--- src/rtl/rs232_deser.sv ---
// rs232_deser -- 8N1 RS-232 receiver feeding a downstream RX FIFO.
//
// Ports
//   clk            in   system clock
//   rst_n          in   asynchronous active-low reset
//   rx             in   serial line, asynchronous to clk, idles high
//   rx_fifo_data   out  received byte, valid while rx_fifo_wr_en is high
//   rx_fifo_wr_en  out  one-cycle FIFO write strobe
//   rx_fifo_full   in   FIFO full; blocks the write and raises overrun
//   frame_err      out  one-cycle pulse when the stop bit samples low
//   overrun        out  one-cycle pulse when a good byte is dropped (FIFO full)
//   busy           out  high whenever the receiver is not idle
//
// P_CLKS_PER_BIT must match the transmitter and be at least 4.
module rs232_deser #(
  parameter int P_CLKS_PER_BIT = 20
) (
  input  logic       clk,
  input  logic       rst_n,
  input  logic       rx,
  output logic [7:0] rx_fifo_data,
  output logic       rx_fifo_wr_en,
  input  logic       rx_fifo_full,
  output logic       frame_err,
  output logic       overrun,
  output logic       busy
);

  localparam int HALF = P_CLKS_PER_BIT / 2 - 1;
  localparam int CW   = (P_CLKS_PER_BIT > 2) ? $clog2(P_CLKS_PER_BIT) : 1;
  localparam logic [CW-1:0] C_HALF = CW'(HALF);
  localparam logic [CW-1:0] C_LAST = CW'(P_CLKS_PER_BIT - 1);

  typedef enum logic [2:0] {
    S_IDLE  = 3'd0,
    S_START = 3'd1,
    S_SHIFT = 3'd2,
    S_STOP  = 3'd3,
    S_BREAK = 3'd4
  } state_t;

  state_t          r_state, w_state_nxt;
  logic            r_sync1, r_sync2;
  logic            w_rx_s;
  logic [CW-1:0]   r_cnt;
  logic [2:0]      r_bit_cnt;
  logic [7:0]      r_shift;

  logic w_cnt_inc, w_sample, w_bit_inc, w_wr, w_ferr, w_ovr;

  // Two-FF synchronizer; resets to the idle (high) line level.
  always_ff @(posedge clk or negedge rst_n) begin
    if (!rst_n) begin
      r_sync1 <= 1'b1;
      r_sync2 <= 1'b1;
    end else begin
      r_sync1 <= rx;
      r_sync2 <= r_sync1;
    end
  end
  assign w_rx_s = r_sync2;

  always_ff @(posedge clk or negedge rst_n) begin
    if (!rst_n) r_state <= S_IDLE;
    else        r_state <= w_state_nxt;
  end

  always_comb begin
    w_state_nxt = r_state;
    w_cnt_inc   = 1'b0;
    w_sample    = 1'b0;
    w_bit_inc   = 1'b0;
    w_wr        = 1'b0;
    w_ferr      = 1'b0;
    w_ovr       = 1'b0;
    case (r_state)
      S_IDLE: begin
        if (!w_rx_s) w_state_nxt = S_START;
      end
      S_START: begin
        // Re-check the line half a bit in: a high here was a glitch.
        if (r_cnt == C_HALF) w_state_nxt = w_rx_s ? S_IDLE : S_SHIFT;
        else                 w_cnt_inc   = 1'b1;
      end
      S_SHIFT: begin
        // Counting a full bit from the start-bit centre lands on each data-bit centre.
        if (r_cnt == C_LAST) begin
          w_sample = 1'b1;
          if (r_bit_cnt == 3'd7) w_state_nxt = S_STOP;
          else                   w_bit_inc   = 1'b1;
        end else begin
          w_cnt_inc = 1'b1;
        end
      end
      S_STOP: begin
        // Leaving at the stop-bit centre lets a start bit follow with no idle gap.
        if (r_cnt == C_LAST) begin
          if (w_rx_s) begin
            if (rx_fifo_full) w_ovr = 1'b1;
            else              w_wr  = 1'b1;
            w_state_nxt = S_IDLE;
          end else begin
            w_ferr      = 1'b1;
            w_state_nxt = S_BREAK;
          end
        end else begin
          w_cnt_inc = 1'b1;
        end
      end
      S_BREAK: begin
        // Hold off until the line returns high so a held-low line is not a start bit.
        if (w_rx_s) w_state_nxt = S_IDLE;
      end
      default: w_state_nxt = S_IDLE;
    endcase
  end

  // The counter only advances while waiting mid-state; any sample or state
  // change (and idling in S_IDLE/S_BREAK) clears it.
  always_ff @(posedge clk or negedge rst_n) begin
    if (!rst_n) begin
      r_cnt     <= '0;
      r_bit_cnt <= '0;
      r_shift   <= '0;
    end else begin
      r_cnt <= w_cnt_inc ? r_cnt + 1'b1 : '0;
      if (r_state == S_IDLE) r_bit_cnt <= '0;
      else if (w_bit_inc)    r_bit_cnt <= r_bit_cnt + 3'd1;
      if (w_sample) r_shift <= {w_rx_s, r_shift[7:1]};
    end
  end

  always_ff @(posedge clk or negedge rst_n) begin
    if (!rst_n) begin
      rx_fifo_data  <= '0;
      rx_fifo_wr_en <= 1'b0;
      frame_err     <= 1'b0;
      overrun       <= 1'b0;
    end else begin
      rx_fifo_wr_en <= w_wr;
      frame_err     <= w_ferr;
      overrun       <= w_ovr;
      if (w_wr) rx_fifo_data <= r_shift;
    end
  end

  assign busy = (r_state != S_IDLE);

endmodule

--- config.mk ---
export PLATFORM = sky130hd
export DESIGN_NAME = rs232_deser
export DESIGN_NICKNAME = d
export VERILOG_FILES = /design/src/rtl/rs232_deser.sv
export SDC_FILE = /design/constraint.sdc
export NUM_CORES = 1
export LEC_CHECK = 0
export BUFFER_PORTS_ARGS = -buffer_cell sky130_fd_sc_hd__buf_2
export CAP_MARGIN = 20
export CORE_UTILIZATION = 45
export CTS_CLUSTER_SIZE = 10
export DETAILED_ROUTE_END_ITERATION = 10
export PLACE_DENSITY = 0.62
export SKIP_LAST_GASP = 1
export SLEW_MARGIN = 15
export SYNTH_ARGS = -nofsm -noshare
export SYNTH_HDL_FRONTEND = slang
export SYNTH_SLANG_ARGS = --single-unit
--- constraint.sdc ---
create_clock -name clk -period 1.98 [get_ports clk]
set_input_delay 0.297 -clock clk [delete_from_list [all_inputs] [get_ports clk]]
set_output_delay 0.297 -clock clk [all_outputs]
set_load 0.005 [all_outputs]
==> summary.txt, run 1 <==
Run status
  • Status: finished with violations
  • Violated checks: DRC, hold timing

Yosys
  • Main combinational cell family by area after synthesis: simple AND/OR/NAND/NOR gates
  • Share of synthesized area occupied by flip-flops and latches: 57.6%
  • Top cell type's share of synthesized area: about 54%
  • Cell types with the largest area share after synthesis: sky130_fd_sc_hd__dfrtp_1, sky130_fd_sc_hd__mux2_2, sky130_fd_sc_hd__dfstp_2, sky130_fd_sc_hd__ha_1, sky130_fd_sc_hd__nor3_1
  • Total standard cell area after synthesis: ~0.0014 mm^2
  • Adder and majority cell fraction of the synthesized area: 3.59%
  • Synth Area in XOR/XNOR: 2.51%
  • Multiplexer share of the synthesized area: around an eighth
  • Average footprint of a synthesized cell: 13.4 um^2
  • Area fraction in and, or, nand and nor cells after synthesis: roughly 16%
  • Cell taking the most area after synthesis: sky130_fd_sc_hd__dfrtp_1
  • Synthesized-area fraction occupied by ao, oa, aoi and oai cells: 5.20%
  • Synthesized Nets: roughly 110
  • Number of cells produced by synthesis: 104
  • Synth warn: 0
  • Distinct cell type count after synthesis: 32
  • Number of register bits inferred by synthesis: 32

Timing
  • Minimum clock period: 1890 ps
  • Final-layout worst hold slack: -4.40 ps
  • Setup repair after global routing missed its margin: true
  • Clk_skew: 9.18 ps
  • Period utilization: between 90 and 100%
  • Pin slew with the least headroom to its limit: between 600 and 700 ps
  • Count of endpoints failing setup in the final report: 0
  • Headroom to the max-slew limit: 54.0%
  • Endpoints failing hold: 14
  • Setup TNS: 0 ps
  • Final worst setup slack: around 86 ps
  • Max Transition Viols Final: 0
  • Achievable clock frequency: 528 MHz

Placed design
  • Count of placed standard cells including taps: 149
  • Post-placement setup slack: 73.8 ps
  • Final RePlAce weighted congestion: 0.729
  • Dpl hpwl: 1570 um
  • Count of input and output buffers: 15

Clock tree
  • Number of setup buffers added after CTS: 0
  • Number of sinks handled by clock tree synthesis: 32
  • Hold_buf cts: 0
  • Number of levels the H-tree was split into: 2
  • Buffer cell driving the clock tree root: sky130_fd_sc_hd__clkbuf_4
  • Latest clock arrival within the worst-skew pair: 330 ps
  • Maximum clock insertion buffer count: 2
  • CTS tree: done
  • CTS clock-pin slew for the worst setup and hold paths: 100 ps
  • Number of buffers created by CTS: 5

Layout
  • Synth-to-Final Area Change: 14.8%
  • Final antenna diode count: 0
  • Fin nets: between 100 and 150
  • Ratio of cells with drive above 1 in the final layout: around two fifths
  • Final Util: 56.1%
  • Finished Layout Cells: about 160
  • Most common library cell in the layout ignoring fill and taps: sky130_fd_sc_hd__dfrtp_1
  • Most frequent cells in the layout: sky130_fd_sc_hd__dfrtp_1, sky130_fd_sc_hd__mux2_2, sky130_fd_sc_hd__buf_2

Global route
  • Met2 layer usage reported by global route: 26.2%
  • Pin count of the biggest net entering global routing: 33
  • Met1 global-route usage: 21.3%
  • Global route overflow: 0
  • Wire length of the first global-routing pass: 4120 um
  • Layer with the highest usage after global routing: met2
  • Initial antenna violation count: 0
  • Vias in the first global route: 900
  • Combined global-route utilization of all metal layers: 16.8%
  • Met3 Usage GRT: 5.13%

Floorplanning
  • Site row count: 19
  • Core area: 0.00285 mm^2
  • X dimension of the die: 57.7 um
  • Area of the die: between 0.003 and 0.004 mm^2
  • Top-level port count: 16
  • Effective utilization at floorplan: 48.9%
  • Die Ht: 57.7 um

Routing
  • Routed length per instance: roughly 15 um
  • Pre-Repair DR Iteration Count: 7
  • First DRT Iteration DRCs: 27
  • Vias: 863
  • Via density per instance: 5.50
  • Count of nets left with antenna violations after detail routing: 0
  • Number of remaining DRC errors: 1
  • Wire length after detailed routing: 2310 um

Critical path
  • Data required time of the worst path: approximately 2300 ps
  • Critical Path Source Type: flop
  • Worst setup path class: flop to flop
  • Critical path capture point type: flop
  • Data arrival time of the critical path: between 2000 and 2500 ps
  • Maximum fanout count along the critical path: 4

Power and ir drop
  • Leak Pwr: 0.776 nW
  • Maximum VDD drop: 584 uV
  • Overall power consumption: 1.28 mW
  • P per Cell Area: ~800 mW/mm^2

Worst hold path
  • Worst hold-check path type: input pin to async pin

Flow run
  • Max-cap violation count: 0
-- worst max-delay path, stage by stage (launching register included) --
cell,delay [ps]
sky130_fd_sc_hd__dfrtp_1,410
sky130_fd_sc_hd__ha_1,220
sky130_fd_sc_hd__ha_1,220
sky130_fd_sc_hd__or4b_4,510
sky130_fd_sc_hd__or3_1,340
sky130_fd_sc_hd__a21oi_2,130
-- timing repair --
item,CTS,global route
gates resized for setup,0,2
setup endpoints to repair,0,1
endpoints found under the hold margin,0,0
-- state kept, by name, summed over array words and instances, names as in the netlist --
name           count
r_shift            8
overrun            1
frame_err          1
r_sync1            1
r_cnt              5
rx_fifo_data       8
rx_fifo_wr_en      1
r_sync2            1
r_state            3
r_bit_cnt          3
-- cell type report --
| class | instances | area, um^2 |
|---|---|---|
| timing repair buffer | 18 | 97.6 |
| multi-input combinational | 64 | 567 |
| clock inverter | 3 | 42.5 |
| clock buffer | 5 | 37.5 |
| sequential | 32 | 803 |
| fill | 237 | 1250 |
| inverter | 4 | 15.0 |
| tap | 31 | 38.8 |
-- Yosys cell counts --
library cell                count
sky130_fd_sc_hd__dfrtp_1       30
sky130_fd_sc_hd__xnor2_1        2
sky130_fd_sc_hd__ha_1           4
sky130_fd_sc_hd__nand4bb_4      1
sky130_fd_sc_hd__or4_1          1
sky130_fd_sc_hd__a2111oi_0      1
sky130_fd_sc_hd__inv_1          4
sky130_fd_sc_hd__clkbuf_1       2
sky130_fd_sc_hd__nor4_4         1
sky130_fd_sc_hd__nand2_1        1
sky130_fd_sc_hd__nor3_4         1
sky130_fd_sc_hd__a211oi_1       1
sky130_fd_sc_hd__mux2_2        16
sky130_fd_sc_hd__nand3_1        4
sky130_fd_sc_hd__nand4bb_1      1
sky130_fd_sc_hd__nor3_1         7
sky130_fd_sc_hd__or4b_1         1
sky130_fd_sc_hd__or3b_2         1
sky130_fd_sc_hd__o21ai_0        4
sky130_fd_sc_hd__dfstp_2        2
sky130_fd_sc_hd__a22oi_1        1
sky130_fd_sc_hd__nor4_1         2
sky130_fd_sc_hd__nor4b_1        1
sky130_fd_sc_hd__nor2_1         2
sky130_fd_sc_hd__or3_1          1
sky130_fd_sc_hd__a21oi_1        4
sky130_fd_sc_hd__nor2b_1        1
sky130_fd_sc_hd__xor2_1         2
sky130_fd_sc_hd__nand2b_1       1
sky130_fd_sc_hd__o31a_1         1
sky130_fd_sc_hd__and4bb_2       1
sky130_fd_sc_hd__buf_2          2
-- per-layer routing --
metal,wire (um),vias up
met5,0,-
met4,54,0
met3,119,7
met2,996,18
met1,1140,415
li1,-,423
-- cells by family after synthesis --
kind of cell / count (synthesis)
multiplexers: 16
XOR/XNOR: 4
AO/OA/AOI/OAI: 12
buffers and inverters: 8
adder cells (fa/ha/maj): 4
flip-flops: 32
AND/OR/NAND/NOR: 28
-- metrics by stage --
| stage | hold slack, ps | area, um^2 |
|---|---|---|
| finish | -4.40 | 1600 |
| global placement | 346 | 1510 |
| floorplan | 1.41 | 1400 |
| detailed placement | 351 | 1510 |
| global route | 33.0 | 1600 |
| CTS | 10.0 | 1590 |
-- power breakdown --
| group | leakage, nW | internal (mW) | switching [mW] |
|---|---|---|---|
| registers | 0.433 | 0.675 | 0.0327 |
| clock network | 0.0412 | 0.263 | 0.221 |
| logic | 0.301 | 0.0397 | 0.0506 |
-- worst paths after layout --
path	startpoint	end	slack (ps)	cells after the start
min in group clk	rx	r_sync1	60	1
max in group asynchronous	rst_n	r_cnt[1]	1530	1
worst max-delay path	r_bit_cnt[0]	r_bit_cnt[0]	90	5
worst max register to register	r_bit_cnt[0]	r_bit_cnt[0]	90	5
worst min-delay path	rst_n	rx_fifo_wr_en	-4	1
worst min register to register	r_sync1	r_sync2	360	0
(Power assumes the default switching activity.)
==> run 2: changes to the inputs <==
==> constraint.sdc (replaced) <==
create_clock -name clk -period 1.9 [get_ports clk]
set_input_delay 0.285 -clock clk [delete_from_list [all_inputs] [get_ports clk]]
set_output_delay 0.285 -clock clk [all_outputs]
set_load 0.005 [all_outputs]
==> run 2 against run 1 <==
The flow finishes with violations (DRC). Die area stayed put. Register-to-register slack worse by 60 ps. Clock-buffer cell count stayed put. Combinational power rose by 6.2%. Sequential cell count did not move. Critical path depth stayed put. Global-route usage fell by 0.72 points. Total power up 4.6%. Clock skew increased by 5.7 ps. Critical path type unchanged. Largest cell class unchanged.
==> summary.txt, run 2 (synthesized netlist as in run 1, its figures left out) <==
Global route
  • Wire length of the first global-routing pass: 3950 um (-4.0%)
  • Global route overflow: 0 (unchanged)
  • Pin count of the biggest net entering global routing: 33 (unchanged)
  • Initial antenna violation count: 0 (unchanged)
  • Vias in the first global route: 910 (+1.1%)
  • Combined global-route utilization of all metal layers: 16.0% (-0.72 points)

Timing
  • Period utilization: 98.5% (+2.9 points)
  • Minimum clock period: 1870 ps (-22.3 ps)
  • Achievable clock frequency: 534 MHz (+1.2%)
  • Count of endpoints failing setup in the final report: 0 (unchanged)
  • Pin slew with the least headroom to its limit: 694 ps (+3.87 ps)
  • Final-layout worst hold slack: 54.3 ps (+58.7 ps)
  • Clk_skew: 14.9 ps (+5.72 ps)
  • Setup TNS: 0 ps (unchanged)
  • Max Transition Viols Final: 0 (unchanged)
  • Headroom to the max-slew limit: 53.7% (-0.26 points)
  • Final worst setup slack: 28.3 ps (-57.7 ps)
  • Endpoints failing hold: 0 (-14)

Routing
  • Count of nets left with antenna violations after detail routing: 0 (unchanged)
  • Pre-Repair DR Iteration Count: 7 (unchanged)
  • First DRT Iteration DRCs: 20 (-26%)
  • Wire length after detailed routing: 2260 um (-2.1%)
  • Via density per instance: 5.51 (+0.17%)
  • Routed length per instance: 14.0 um (-5.1%)
  • Number of remaining DRC errors: 1 (unchanged)
  • Vias: 892 (+3.4%)

Clock tree
  • Buffer cell driving the clock tree root: sky130_fd_sc_hd__clkbuf_4
  • Latest clock arrival within the worst-skew pair: 330 ps (about the same)
  • Maximum clock insertion buffer count: 2 (unchanged)
  • CTS clock-pin slew for the worst setup and hold paths: 100 ps (about the same)
  • Number of levels the H-tree was split into: 2 (unchanged)
  • Number of sinks handled by clock tree synthesis: 32 (unchanged)
  • Number of buffers created by CTS: 5 (unchanged)
  • CTS tree: done

Placed design
  • Final RePlAce weighted congestion: 0.771 (+5.7%)
  • Count of placed standard cells including taps: 152 (+2.0%)
  • Dpl hpwl: 1590 um (+1.7%)
  • Count of input and output buffers: 15 (unchanged)
  • Post-placement setup slack: 21.4 ps (-52.4 ps)
  • Cell area after placement: 0.00154 mm^2 (+1.5%)

Layout
  • Finished Layout Cells: 162 (+3.2%)
  • Post-layout instance area: 0.00165 mm^2 (+2.7%)
  • Synth-to-Final Area Change: 17.9%
  • Most common library cell in the layout ignoring fill and taps: sky130_fd_sc_hd__dfrtp_1
  • Fin nets: 138 (+3.8%)
  • Final Util: 57.7% (+1.5 points)
  • Ratio of cells with drive above 1 in the final layout: 42.7% (+2.3 points)
  • Most frequent cells in the layout: sky130_fd_sc_hd__dfrtp_1, sky130_fd_sc_hd__mux2_2, sky130_fd_sc_hd__buf_2
  • Top flop regs: r_shift x8, rx_fifo_data x8, r_cnt x5
  • Final antenna diode count: 0 (unchanged)

Floorplanning
  • Area of the die: 0.00333 mm^2 (unchanged)
  • Top-level port count: 16 (unchanged)
  • Core area: 0.00285 mm^2 (unchanged)
  • Effective utilization at floorplan: 48.9% (unchanged)
  • Die Ht: 57.7 um (unchanged)
  • Site row count: 19 (unchanged)
  • X dimension of the die: 57.7 um (unchanged)

Critical path
  • Critical Path Source Type: flop
  • Worst path max stage delay: 500 ps (about the same)
  • Cell mode on critical path: sky130_fd_sc_hd__ha_1
  • Data required time of the worst path: 2160 ps (-90 ps)
  • Critical path capture point type: flop
  • Launch point of the worst path: r_bit_cnt[0]
  • Maximum fanout count along the critical path: 4 (unchanged)
  • Data arrival time of the critical path: 2130 ps (-30 ps)
  • Worst setup path class: flop to flop
  • Worst path slowest cell: sky130_fd_sc_hd__or4b_4
  • Ordered list of cells on the worst path: ha_1 -> ha_1 -> or4b_4 -> or3_1 -> a21oi_1
  • Worst R2R Start: r_bit_cnt[0]

Worst hold path
  • Worst Min Path Start: rx
  • Worst hold-check path type: input pin to flop

Power and ir drop
  • Maximum VDD drop: 519 uV (-11%)
  • Overall power consumption: 1.34 mW (+4.6%)
  • Leak Pwr: 0.801 nW (+3.3%)
  • P per Cell Area: 815 mW/mm^2 (+1.8%)

Run status
  • Violated checks: DRC
  • Status: finished with violations

Flow run
  • Max-cap violation count: 0 (unchanged)
-- run 2: routing by layer --
metal,global-route usage [%],up-vias,share of wire (%)
li1,-,431,-
met1,20.1,432,49
met2,23.9,21,44
met3,5.13,8,4.6
met4,10.5,0,2.4
met5,0,-,0
-- run 2: critical path: cells and delay by family (launching register included) --
family / cells / cell delay [ps]
flops: 1 / 390
fa+ha+maj: 2 / 430
compound gates: 1 / 150
simple gates: 2 / 830
-- run 2: repair_timing --
action / 4_1_cts / 5_1_grt
gates cloned: 0 / 0
endpoints found under the setup margin: 1 / 9
gates resized for setup: 1 / 2
buffers inserted: 0 / 1
endpoints found under the hold margin: 19 / 0
hold buffers: 1 / 0
pin swaps: 0 / 0
-- run 2: area by class of cell --
cell class,instances,area [um^2]
fillers,238,1210
clock buffers,5,37.5
multi-input cells,64,571
inverters,4,15.0
well taps,31,38.8
clock inverters,3,42.5
repair buffers,23,138
flip-flops and latches,32,803
-- run 2: path summary, 6_finish.rpt --
kind	to	slack (ps)	cells past startpoint
worst max register to register	r_bit_cnt[0]	30	5
min in group asynchronous	r_state[2]	520	2
worst min-delay path	r_sync1	50	1
max in group asynchronous	r_shift[7]	920	2
worst min register to register	r_sync2	360	0
worst max-delay path	r_bit_cnt[0]	30	5
-- run 2: power by group --
group          internal (mW)  switching (mW)
sequential             0.703          0.0346
combinational         0.0436          0.0522
clock                  0.274           0.233
==> run 3: changes to the inputs <==
--- a/config.mk
+++ b/config.mk
@@ -5,6 +5,7 @@
 export SDC_FILE = /design/constraint.sdc
 export NUM_CORES = 1
 export LEC_CHECK = 0
+export ABC_AREA = 1
 export BUFFER_PORTS_ARGS = -buffer_cell sky130_fd_sc_hd__buf_2
 export CAP_MARGIN = 20
 export CORE_UTILIZATION = 45
==> run 3 against run 2 <==
The run now ends clean. Non-clock buffer count decreased by 6. Final area rose by 0.15%. Sequential power is 9.9% higher. Global-route usage up 0.69 points. Critical path type is now flop to output pin.
==> summary.txt, run 3 <==
Clock tree
  • Number of buffers created by CTS: 5 (unchanged)
  • CTS clock-pin slew for the worst setup and hold paths: 100 ps (about the same)
  • Hold_buf cts: 1 (unchanged)
  • Buffer cell driving the clock tree root: sky130_fd_sc_hd__clkbuf_4
  • CTS tree: done
  • Number of sinks handled by clock tree synthesis: 32 (unchanged)
  • Number of gates given a new drive strength after cts: 0 (-1)
  • Number of levels the H-tree was split into: 2 (unchanged)
  • Number of setup buffers added after CTS: 0 (unchanged)
  • Latest clock arrival within the worst-skew pair: 330 ps (about the same)
  • Maximum clock insertion buffer count: 2 (unchanged)

Critical path
  • Data required time of the worst path: 1620 ps (-540 ps)
  • Maximum fanout count along the critical path: 6 (+2)
  • Worst reg2reg endpoint: r_shift[3]
  • FF-to-FF setup slack: 330 ps (+300 ps)
  • Ordered list of cells on the worst path: nor2_1 -> nand2_1 -> buf_2
  • Count of cells along the worst register-to-register path: 8 (+3)
  • Data arrival time of the critical path: 1360 ps (-770 ps)
  • Critical path capture point type: output pin
  • Critical Path Source Type: flop
  • Worst setup path class: flop to output pin
  • Worst R2R Start: r_cnt[0]
  • Worst path slowest cell: sky130_fd_sc_hd__dfrtp_1
  • Worst path max stage delay: 480 ps (-20 ps)

Placed design
  • Count of input and output buffers: 15 (unchanged)
  • Cell area after placement: 0.00158 mm^2 (+2.6%)
  • Post-placement setup slack: 347 ps (+326 ps)
  • Dpl hpwl: 1750 um (+9.8%)
  • Final RePlAce weighted congestion: 0.925 (+20%)

Yosys
  • Number of register bits inferred by synthesis: 32 (unchanged)
  • Cell taking the most area after synthesis: sky130_fd_sc_hd__dfrtp_1
  • Synth warn: 0 (unchanged)
  • Async SR Flop Fraction: 100% (unchanged)
  • Number of cells produced by synthesis: 158 (+52%)
  • Total standard cell area after synthesis: 0.00147 mm^2 (+5.3%)
  • Cell types with the largest area share after synthesis: sky130_fd_sc_hd__dfrtp_1, sky130_fd_sc_hd__nand2_1, sky130_fd_sc_hd__inv_1, sky130_fd_sc_hd__o21ai_2, sky130_fd_sc_hd__dfstp_2
  • Post-synth top flop: sky130_fd_sc_hd__dfrtp_1
  • Distinct cell type count after synthesis: 20 (-38%)
  • Synthesized Nets: 166 (+48%)
  • Top cell type's share of synthesized area: 51.1% (-2.7 points)
  • EDFF count, synth: 0 (unchanged)
  • Top post-synthesis cells by count: sky130_fd_sc_hd__nand2_1, sky130_fd_sc_hd__dfrtp_1, sky130_fd_sc_hd__inv_1
  • Share of synthesized area occupied by flip-flops and latches: 54.7% (-2.9 points)
  • Average footprint of a synthesized cell: 9.30 um^2 (-31%)
  • Most frequently used cell type in the post-synthesis netlist: sky130_fd_sc_hd__nand2_1

Power and ir drop
  • Sw Pwr: 546 uW (+70%)
  • Overall power consumption: 1.58 mW (+18%)
  • Power share of the sequential group: 51.2% (-3.8 points)
  • P per Cell Area: 962 mW/mm^2 (+18%)
  • Internal power: 1.04 mW (+1.8%)
  • Switching Fraction: 34.4% (+11 points)
  • Part of the power in combinational logic: 23.4% (+16 points)
  • Maximum VDD drop: 493 uV (-4.9%)
  • Leak Pwr: 0.852 nW (+6.4%)
  • Clock Power Share: 25.4% (-13 points)

Timing
  • Max Transition Viols Final: 0 (unchanged)
  • Endpoints failing hold: 0 (unchanged)
  • Pin slew with the least headroom to its limit: 692 ps (-1.85 ps)
  • Count of endpoints failing setup in the final report: 0 (unchanged)
  • Clk_skew: 8.20 ps (-6.70 ps)
  • Headroom to the max-slew limit: 53.9% (+0.12 points)
  • Period utilization: 86.4% (-12 points)
  • Setup TNS: 0 ps (unchanged)
  • Setup repair after global routing missed its margin: false
  • Final worst setup slack: 258 ps (+229 ps)
  • Achievable clock frequency: 609 MHz (+14%)
  • Minimum clock period: 1640 ps (-229 ps)

Routing
  • Routed length per instance: 10.8 um (-23%)
  • Wire length after detailed routing: 2420 um (+7.1%)
  • Via density per instance: 4.70 (-15%)
  • Pre-Repair DR Iteration Count: 4 (-3)
  • Number of remaining DRC errors: 0 (-1)
  • Count of nets left with antenna violations after detail routing: 0 (unchanged)
  • Vias: 1,052 (+18%)
  • First DRT Iteration DRCs: 50 (+150%)

Global route
  • Vias in the first global route: 976 (+7.3%)
  • Pin count of the biggest net entering global routing: 33 (unchanged)
  • Initial antenna violation count: 0 (unchanged)
  • Combined global-route utilization of all metal layers: 16.7% (+0.69 points)
  • Wire length of the first global-routing pass: 4180 um (+5.8%)
  • Global route overflow: 0 (unchanged)

Layout
  • Fin nets: 187 (+36%)
  • Top flop regs: r_shift x8, rx_fifo_data x8, r_cnt x5
  • Most frequent cells in the layout: sky130_fd_sc_hd__nand2_1, sky130_fd_sc_hd__dfrtp_1, sky130_fd_sc_hd__inv_1
  • Final antenna diode count: 0 (unchanged)
  • Most common library cell in the layout ignoring fill and taps: sky130_fd_sc_hd__nand2_1
  • Post-layout instance area: 0.00165 mm^2 (+0.15%)
  • Ratio of cells with drive above 1 in the final layout: 27.2% (-16 points)
  • Synth-to-Final Area Change: 12.2%

Floorplanning
  • Top-level port count: 16 (unchanged)
  • Die Ht: 59.1 um (+2.5%)
  • X dimension of the die: 59.1 um (+2.5%)
  • Site row count: 20 (+1)
  • Area of the die: 0.00350 mm^2 (+5.1%)
  • Core area: 0.00308 mm^2 (+7.9%)
  • Effective utilization at floorplan: 47.7% (-1.2 points)

Worst hold path
  • Worst hold-check path type: input pin to flop
  • Worst Hold Path Cells: 1 (unchanged)
  • Hold-critical path endpoint: r_sync1
  • Worst Min Path Start: rx

Run status
  • Status: finished clean

Flow run
  • Max-cap violation count: 0 (unchanged)
[run 3: changes by cell type after synthesis, sizes merged, moves of 3 or more]
cell / change
nor4: -3
nand3: +7
nand2: +38
nor3: -6
nor2: +17
a21oi: -4
o21ai: +13
mux2: -16
inv: +21
nand4: +3
[run 3: power groups by stage]
stage          combinational [mW]  clock [mW]  sequential (mW)
4_1_cts                     0.376       0.422            0.811
3_5_place_dp                0.374           0            0.824
2_1_floorplan               0.288           0            0.811
3_3_place_gp                0.370           0            0.821
5_1_grt                     0.432       0.464            0.823
6_report                    0.371       0.402            0.811
[run 3: layout make-up]
cell class	instances	area, um^2
Clock buffer	6	51.3
Clock inverter	2	10.0
Fill cell	286	1430
Inverter	25	93.8
Multi-Input combinational cell	98	542
Sequential cell	32	803
Tap cell	44	55.1
Timing Repair Buffer	17	92.6
[run 3: kinds of logic after synthesis]
family,share of synthesized area (%)
XOR/XNOR,1.19
AO/OA/AOI/OAI,8.35
adder cells (fa/ha/maj),3.41
flip-flops,54.7
buffers and inverters,8.43
AND/OR/NAND/NOR,23.9
[run 3: how the worst max path moves through the flow]
stage | startpoint | to | slack, ps | cells after the start
floorplan | r_cnt[0] | rx_fifo_data[7] | 570 | 9
global placement | r_cnt[0] | r_shift[6] | 400 | 7
detailed placement | r_cnt[0] | r_shift[3] | 350 | 7
CTS | r_state[1] | busy | 250 | 3
global route | r_cnt[0] | r_shift[6] | 120 | 8
finish | r_state[1] | busy | 260 | 3
[run 3: layer usage]
metal / share of wire, % / vias up / track usage [%]
met3: 4.4 / 6 / 6.77
li1: - / 540 / -
met1: 44 / 486 / 18.9
met2: 49 / 20 / 27.8
met4: 2.2 / 0 / 7.48
met5: 0 / - / 0
[run 3: stage by stage]
step | utilization [%] | hold WS, ps | cells
4_1_cts | 53.5 | 33.3 | 224
5_1_grt | 53.5 | 16.4 | 224
3_3_place_gp | 51.2 | 350 | 215
6_report | 53.5 | 47.6 | 224
3_5_place_dp | 51.2 | 351 | 215
2_1_floorplan | - | -10.6 | 158
[run 3: worst max-delay path: cells and delay by family (launching register included)]
| kind | cells | cell delay (ps) |
|---|---|---|
| buffers and inverters | 1 | 170 |
| flip-flops | 1 | 480 |
| AND/OR/NAND/NOR | 2 | 380 |
